[src/rtl/demux_1xn_stream_pkg.sv]
// Shared helpers for the 1-to-N stream distributor.
// Contents:
//   sel_in_range - tells whether a destination index names an existing channel.
//                  With a non-power-of-two channel count, the select field can
//                  encode indices that have no channel behind them.
package demux_1xn_stream_pkg;

  function automatic logic sel_in_range(input int unsigned sel, input int unsigned n);
    logic ok;
    ok = (sel < n);
    return ok;
  endfunction

endpackage

[src/rtl/demux_1xn_stream_if.sv]
// Stream bundle for the 1-to-N distributor: one input word with a destination
// index and a broadcast flag, plus N output channels that each carry their own
// valid/ready pair.
//   slave  - view used by the distributor (takes in_*, drives out_*).
//   master - view used by the producer/consumer side (a testbench or datapath).
// Signals:
//   in_data/in_sel/in_bcast/in_valid : input word, destination, broadcast, present
//   in_ready                         : distributor can take the word this cycle
//   out_data                         : channel i = out_data[i*WIDTH +: WIDTH]
//   out_valid/out_ready              : per-channel handshake
//   sel_err                          : one-cycle pulse after a dropped bad-index word
interface demux_1xn_stream_if #(
  parameter int N     = 4,
  parameter int WIDTH = 8
);
  localparam int SEL_W = $clog2(N);

  logic [WIDTH-1:0]   in_data;
  logic [SEL_W-1:0]   in_sel;
  logic               in_bcast;
  logic               in_valid;
  logic               in_ready;
  logic [N*WIDTH-1:0] out_data;
  logic [N-1:0]       out_valid;
  logic [N-1:0]       out_ready;
  logic               sel_err;

  modport slave (
    input  in_data, in_sel, in_bcast, in_valid, out_ready,
    output in_ready, out_data, out_valid, sel_err
  );

  modport master (
    output in_data, in_sel, in_bcast, in_valid, out_ready,
    input  in_ready, out_data, out_valid, sel_err
  );
endinterface

[src/rtl/demux_1xn_stream_slot.sv]
// One-entry registered channel slot.
// Ports:
//   clk, rst_n : clock, asynchronous active-low reset
//   load_i     : write data_i into the slot this cycle
//   data_i     : word to store
//   ready_i    : downstream consumer ready
//   valid_o    : slot holds a word (registered)
//   data_o     : stored word (registered; keeps its last value after a drain)
//   free_o     : slot can take a word this cycle (empty, or being drained now)
module demux_slot #(
  parameter int WIDTH = 8
) (
  input  logic             clk,
  input  logic             rst_n,
  input  logic             load_i,
  input  logic [WIDTH-1:0] data_i,
  input  logic             ready_i,
  output logic             valid_o,
  output logic [WIDTH-1:0] data_o,
  output logic             free_o
);

  logic             valid_q, valid_d;
  logic [WIDTH-1:0] data_q, data_d;

  // Next-state: a load wins over a drain, so a slot drained and reloaded in
  // the same cycle stays valid and takes the new word.
  always_comb begin
    valid_d = valid_q;
    data_d  = data_q;
    if (load_i) begin
      valid_d = 1'b1;
      data_d  = data_i;
    end else if (valid_q && ready_i) begin
      valid_d = 1'b0;
    end else begin
      valid_d = valid_q;
    end
  end

  // Slot state registers.
  always_ff @(posedge clk or negedge rst_n) begin
    if (!rst_n) begin
      valid_q <= 1'b0;
      data_q  <= {WIDTH{1'b0}};
    end else begin
      valid_q <= valid_d;
      data_q  <= data_d;
    end
  end

  assign valid_o = valid_q;
  assign data_o  = data_q;
  assign free_o  = !valid_q || ready_i;

endmodule

[src/rtl/demux_1xn_stream.sv]
// 1-to-N stream distributor: steers each accepted word into the slot of the
// selected channel, or into every slot when broadcasting.
// Ports:
//   clk, rst_n : clock, asynchronous active-low reset
//   bus        : stream bundle (slave view), see demux_1xn_stream_if
// A stalled channel only blocks unicast words to itself and broadcasts.
// Broadcast waits until every slot is free so it is never partially delivered.
module demux_1xn_stream
  import demux_1xn_stream_pkg::*;
#(
  parameter int N     = 4,
  parameter int WIDTH = 8
) (
  input  logic                clk,
  input  logic                rst_n,
  demux_1xn_stream_if.slave   bus
);

  localparam int SEL_W = $clog2(N);
  localparam int NP    = 1 << SEL_W;

  logic [N-1:0]       free_s;
  logic [NP-1:0]      free_pad_s;
  logic [N-1:0]       load_s;
  logic [N-1:0]       valid_s;
  logic [N*WIDTH-1:0] data_s;
  logic               sel_ok_s;
  logic               in_ready_s;
  logic               accept_s;
  logic               sel_err_q, sel_err_d;

  // Padded so that indexing with an out-of-range select stays inside the vector.
  assign free_pad_s = NP'(free_s);
  assign sel_ok_s   = sel_in_range(32'(bus.in_sel), N);

  // Input ready: broadcast needs every slot, unicast only its target slot;
  // a word with a nonexistent target is always taken so it can be dropped.
  always_comb begin
    in_ready_s = 1'b0;
    if (bus.in_bcast) begin
      in_ready_s = &free_s;
    end else if (sel_ok_s) begin
      in_ready_s = free_pad_s[bus.in_sel];
    end else begin
      in_ready_s = 1'b1;
    end
  end

  assign accept_s = bus.in_valid && in_ready_s;

  for (genvar i = 0; i < N; i++) begin : g_slot
    assign load_s[i] = accept_s && (bus.in_bcast || (bus.in_sel == SEL_W'(i)));

    demux_slot #(.WIDTH(WIDTH)) u_slot (
      .clk     (clk),
      .rst_n   (rst_n),
      .load_i  (load_s[i]),
      .data_i  (bus.in_data),
      .ready_i (bus.out_ready[i]),
      .valid_o (valid_s[i]),
      .data_o  (data_s[i*WIDTH +: WIDTH]),
      .free_o  (free_s[i])
    );
  end

  // A unicast word aimed at a nonexistent channel is dropped and flagged.
  always_comb begin
    sel_err_d = accept_s && !bus.in_bcast && !sel_ok_s;
  end

  // Error pulse register.
  always_ff @(posedge clk or negedge rst_n) begin
    if (!rst_n) begin
      sel_err_q <= 1'b0;
    end else begin
      sel_err_q <= sel_err_d;
    end
  end

  assign bus.in_ready  = in_ready_s;
  assign bus.out_valid = valid_s;
  assign bus.out_data  = data_s;
  assign bus.sel_err   = sel_err_q;

endmodule

[src/flat_wrapper.sv]
// flat-port wrapper written by rule: the top's interface ports become plain ports
module demux_1xn_stream_flat import demux_1xn_stream_pkg::*;
#(
  parameter int N     = 4,
  parameter int WIDTH = 8
)
  (clk, rst_n, bus_in_data, bus_in_sel, bus_in_bcast, bus_in_valid, bus_out_ready, bus_in_ready, bus_out_data, bus_out_valid, bus_sel_err);
  demux_1xn_stream_if #(.N(N), .WIDTH(WIDTH)) bus_i ();
  input  logic clk;
  input  logic rst_n;
  input wire logic [$bits(bus_i.in_data)-1:0] bus_in_data;
  input wire logic [$bits(bus_i.in_sel)-1:0] bus_in_sel;
  input wire logic [$bits(bus_i.in_bcast)-1:0] bus_in_bcast;
  input wire logic [$bits(bus_i.in_valid)-1:0] bus_in_valid;
  input wire logic [$bits(bus_i.out_ready)-1:0] bus_out_ready;
  output wire logic [$bits(bus_i.in_ready)-1:0] bus_in_ready;
  output wire logic [$bits(bus_i.out_data)-1:0] bus_out_data;
  output wire logic [$bits(bus_i.out_valid)-1:0] bus_out_valid;
  output wire logic [$bits(bus_i.sel_err)-1:0] bus_sel_err;
  assign bus_i.in_data = bus_in_data;
  assign bus_i.in_sel = bus_in_sel;
  assign bus_i.in_bcast = bus_in_bcast;
  assign bus_i.in_valid = bus_in_valid;
  assign bus_i.out_ready = bus_out_ready;
  assign bus_in_ready = bus_i.in_ready;
  assign bus_out_data = bus_i.out_data;
  assign bus_out_valid = bus_i.out_valid;
  assign bus_sel_err = bus_i.sel_err;
  demux_1xn_stream #(.N(N), .WIDTH(WIDTH)) u_core (.clk(clk), .rst_n(rst_n), .bus(bus_i));
endmodule
[config.mk]
export PLATFORM = sky130hd
export DESIGN_NAME = demux_1xn_stream_flat
export DESIGN_NICKNAME = d
export VERILOG_FILES = /design/src/rtl/demux_1xn_stream_pkg.sv /design/src/rtl/demux_1xn_stream_if.sv /design/src/rtl/demux_1xn_stream_slot.sv /design/src/rtl/demux_1xn_stream.sv /design/src/flat_wrapper.sv
export SDC_FILE = /design/constraint.sdc
export NUM_CORES = 1
export LEC_CHECK = 0
export ABC_AREA = 1
export CAP_MARGIN = 20
export CORE_MARGIN = 10
export CORE_UTILIZATION = 51
export CTS_BUF_LIST = sky130_fd_sc_hd__clkbuf_4
export CTS_CLUSTER_DIAMETER = 30
export DETAILED_ROUTE_END_ITERATION = 16
export PLACE_DENSITY = 0.87
export SLEW_MARGIN = 20
export SYNTH_ARGS = -nofsm -noshare
export SYNTH_HDL_FRONTEND = slang
export SYNTH_SLANG_ARGS = --single-unit
[constraint.sdc]
create_clock -name clk -period 2.6 [get_ports clk]
set_input_delay 0.39 -clock clk [delete_from_list [all_inputs] [get_ports clk]]
set_output_delay 0.39 -clock clk [all_outputs]
set_load 0.05 [all_outputs]
==> out/metrics.yaml <==
outcome:
  status: "complete, no violations"
worst_setup_path:
  endpoint_kind: "primary output"
  path_class: "input port to primary output"
  crit_cells: 8
  critical-path-top-delay-family: "buffers and inverters"
  arrival_ns: 1.82
  slowest_stage: "clkdlybuf4s50_1"
  rr_worst_depth: 8
  max_stage_delay_ns: 0.59
  path_buf_inv: 3
  worstPathRequired_ns: 2.21
  critPathMaxFanout: 15
  cp_common_cell: "nand2_4"
  cp-start-kind: "input port"
  worstPathCellList: "clkdlybuf4s50_1, inv_2, nand2_2, nand2_4, nand2_4, nand2_4, nor2_8, buf_12"
clocking:
  clkTransAtPathRegs_ns: 0.10
  clock-sinks: 36
  cts_inserted_buffers: 5
  postCtsHoldBufs: 0
  cts_setup_buffers: 0
  post_cts_resize_count: 0
  cts_root_buf: "clkbuf_4"
  cts_max_level: 2
  cts_buffer_depth: 2
  cts_tree: "done"
  worstSkewPairLatency_ns: 0.33
pwr:
  switchingPower_mw: 1.12
  power_leakage_nw: 1.13
  p_int_mw: 1.23
  switching_share_pct: 47.6
  p_seq_share_pct: 34.0
  max-vdd-ir-drop_mv: 0.548
  powerDensity_mw_per_mm2: 1000
  p_comb_share_pct: 53.1
  clkPwrFrac_pct: 12.9
sta:
  hold_slack_ns: 0.457
  slew_headroom_pct: 65.4
  setup_viol: 0
  tightestPinTransition_ns: 0.517
  rsz0062_at_grt: "false"
  min_period_ns: 2.21
  skew_ns: 0.00950
  slew_viol_final: 0
  fmax_mhz: 452
  period_share_pct: 85.1
  setup_tns_ns: 0
  timing.final.hold_violations: 0
yosys:
  synth.distinct_cells: 20
  netlist_area_mm2: 0.00174
  ys_warn_count: 0
  syn_nets: 204
  syn-mean-instance-area_um2: 9.33
  netlist_instances: 186
  ys_seq_area_share_pct: 51.9
  synth-seq-cells: 36
floorplanning:
  die_h_um: 78.3
  die_area_mm2: 0.00614
  die_w_um: 78.3
  row_count: 21
  core_area_mm2: 0.00331
  pin_count: 56
  start_util_pct: 52.4
placement:
  post_dp_cell_area_mm2: 0.00228
  hpwl_um: 3440
  io_buffer_count: 54
  gp_congestion: 0.790
layout:
  syn2layout_area_growth_pct: 34.8
  final_area_mm2: 0.00234
  mostFrequentLayoutCells: "74 x nand2_1, 53 x clkdlybuf4s50_1, 36 x dfrtp_1, 33 x nand4_1, 7 x clkbuf_4"
  drive_gt1_share_pct: 12.1
  antenna_cells: 0
  utilization_pct: 70.7
  mostFrequentLayoutCell: "nand2_1"
  fin_nets: 256
  fillCellCount: 264
global_route:
  grt_use_total_pct: 15.0
  grt_pass1_wl_um: 7310
  antenna_found_initial: 0
  grt_pass1_vias: 1535
  grt_max_degree: 37
  overflow: 0
routing:
  dr.pass1.iters: 4
  drtIter0Drc: 67
  avgViaCountPerCell: 5.22
  ant_nets: 0
  vias: 1489
  remaining_drc_errors: 0
  wl_um: 4410
  wl_per_cell_um: 15.5
run:
  maxCapViolCount: 0
hold_path:
  hold_class: "input port to async pin"
-- state kept, by name, indices dropped and copies added, names as in the netlist --
signal                        count
u_core.g_slot.u_slot.valid_o      4
u_core.g_slot.u_slot.data_o      32
-- worst register-to-register path, cell delays in order (launching register included) --
cell and delay, ns:
dfrtp_1 0.40, nand2_1 0.10, nand2_1 0.06, nand2_1 0.07, nand3_1 0.16, nor2_8 0.24
buf_4 0.26, nand4_1 0.14, nand2_1 0.10
-- logic make-up after synthesis --
group           count (synthesis)  synth area share (%)
buf+inv                        22                  7.43
other cells                     1                 0.216
compound gates                  4                  2.02
simple gates                  123                  38.4
flops                          36                  51.9
-- metal layers --
| layer | wire length [um] | GRT usage (%) | vias to the layer above |
|---|---|---|---|
| li1 | - | - | 728 |
| met1 | 1700 | 16.5 | 688 |
| met2 | 2180 | 24.0 | 61 |
| met3 | 377 | 6.72 | 12 |
| met4 | 148 | 7.71 | 0 |
| met5 | 0 | 0 | - |
-- final timing paths --
kind | from | end | slack [ns]
setup / recovery | bus_in_sel[1] | bus_in_ready | 0.39
hold / removal | rst_n | u_core.g_slot[2].u_slot.data_o[3]$_DFFE_PN0P_ | 0.46
setup reg to reg | u_core.g_slot[3].u_slot.valid_o$_DFFE_PN0P_ | u_core.g_slot[1].u_slot.data_o[5]$_DFFE_PN0P_ | 1.02
hold reg to reg | u_core.g_slot[0].u_slot.data_o[7]$_DFFE_PN0P_ | u_core.g_slot[0].u_slot.data_o[7]$_DFFE_PN0P_ | 0.48
max in group asynchronous | rst_n | u_core.g_slot[3].u_slot.valid_o$_DFFE_PN0P_ | 1.83
min in group clk | u_core.g_slot[0].u_slot.data_o[7]$_DFFE_PN0P_ | u_core.g_slot[0].u_slot.data_o[7]$_DFFE_PN0P_ | 0.48
-- cells in the mapped netlist, drive strengths merged --
cell type  count  area [um2]
nand2         79         324
nand4         37         292
dfrtp         36         901
buf           10        83.8
inv            9        33.8
nor2           6        46.3
o21ai          4        35.0
clkbuf         3        11.3
conb           1        3.75
nand3          1        5.00
-- stage by stage --
stage          power [mW]  instances  setup WS [ns]
4_1_cts              2.37        285          0.392
5_1_grt              2.48        285          0.334
2_1_floorplan        1.65        186          0.992
3_5_place_dp         2.07        277          0.393
6_report             2.35        285          0.387
3_3_place_gp         2.04        277          0.434
-- final cells by class --
| class | instances | area [um2] | share of cell area [%] |
|---|---|---|---|
| sequential | 36 | 901 | 38.5 |
| multi-input combinational | 128 | 706 | 30.2 |
| timing repair buffer | 58 | 581 | 24.8 |
| tap | 46 | 57.6 | 2.46 |
| clock buffer | 7 | 52.6 | 2.25 |
| inverter | 9 | 33.8 | 1.44 |
| clock inverter | 1 | 8.76 | 0.374 |
-- power by group through the flow --
stage	Combinational [mW]	Sequential (mW)	Clock, mW
after floorplan	0.336	1.31	0
after global placement	1.24	0.805	0
after detailed placement	1.26	0.809	0
after CTS	1.26	0.800	0.311
after global routing	1.31	0.821	0.349
final	1.25	0.799	0.304
(Power assumes the default switching activity.)
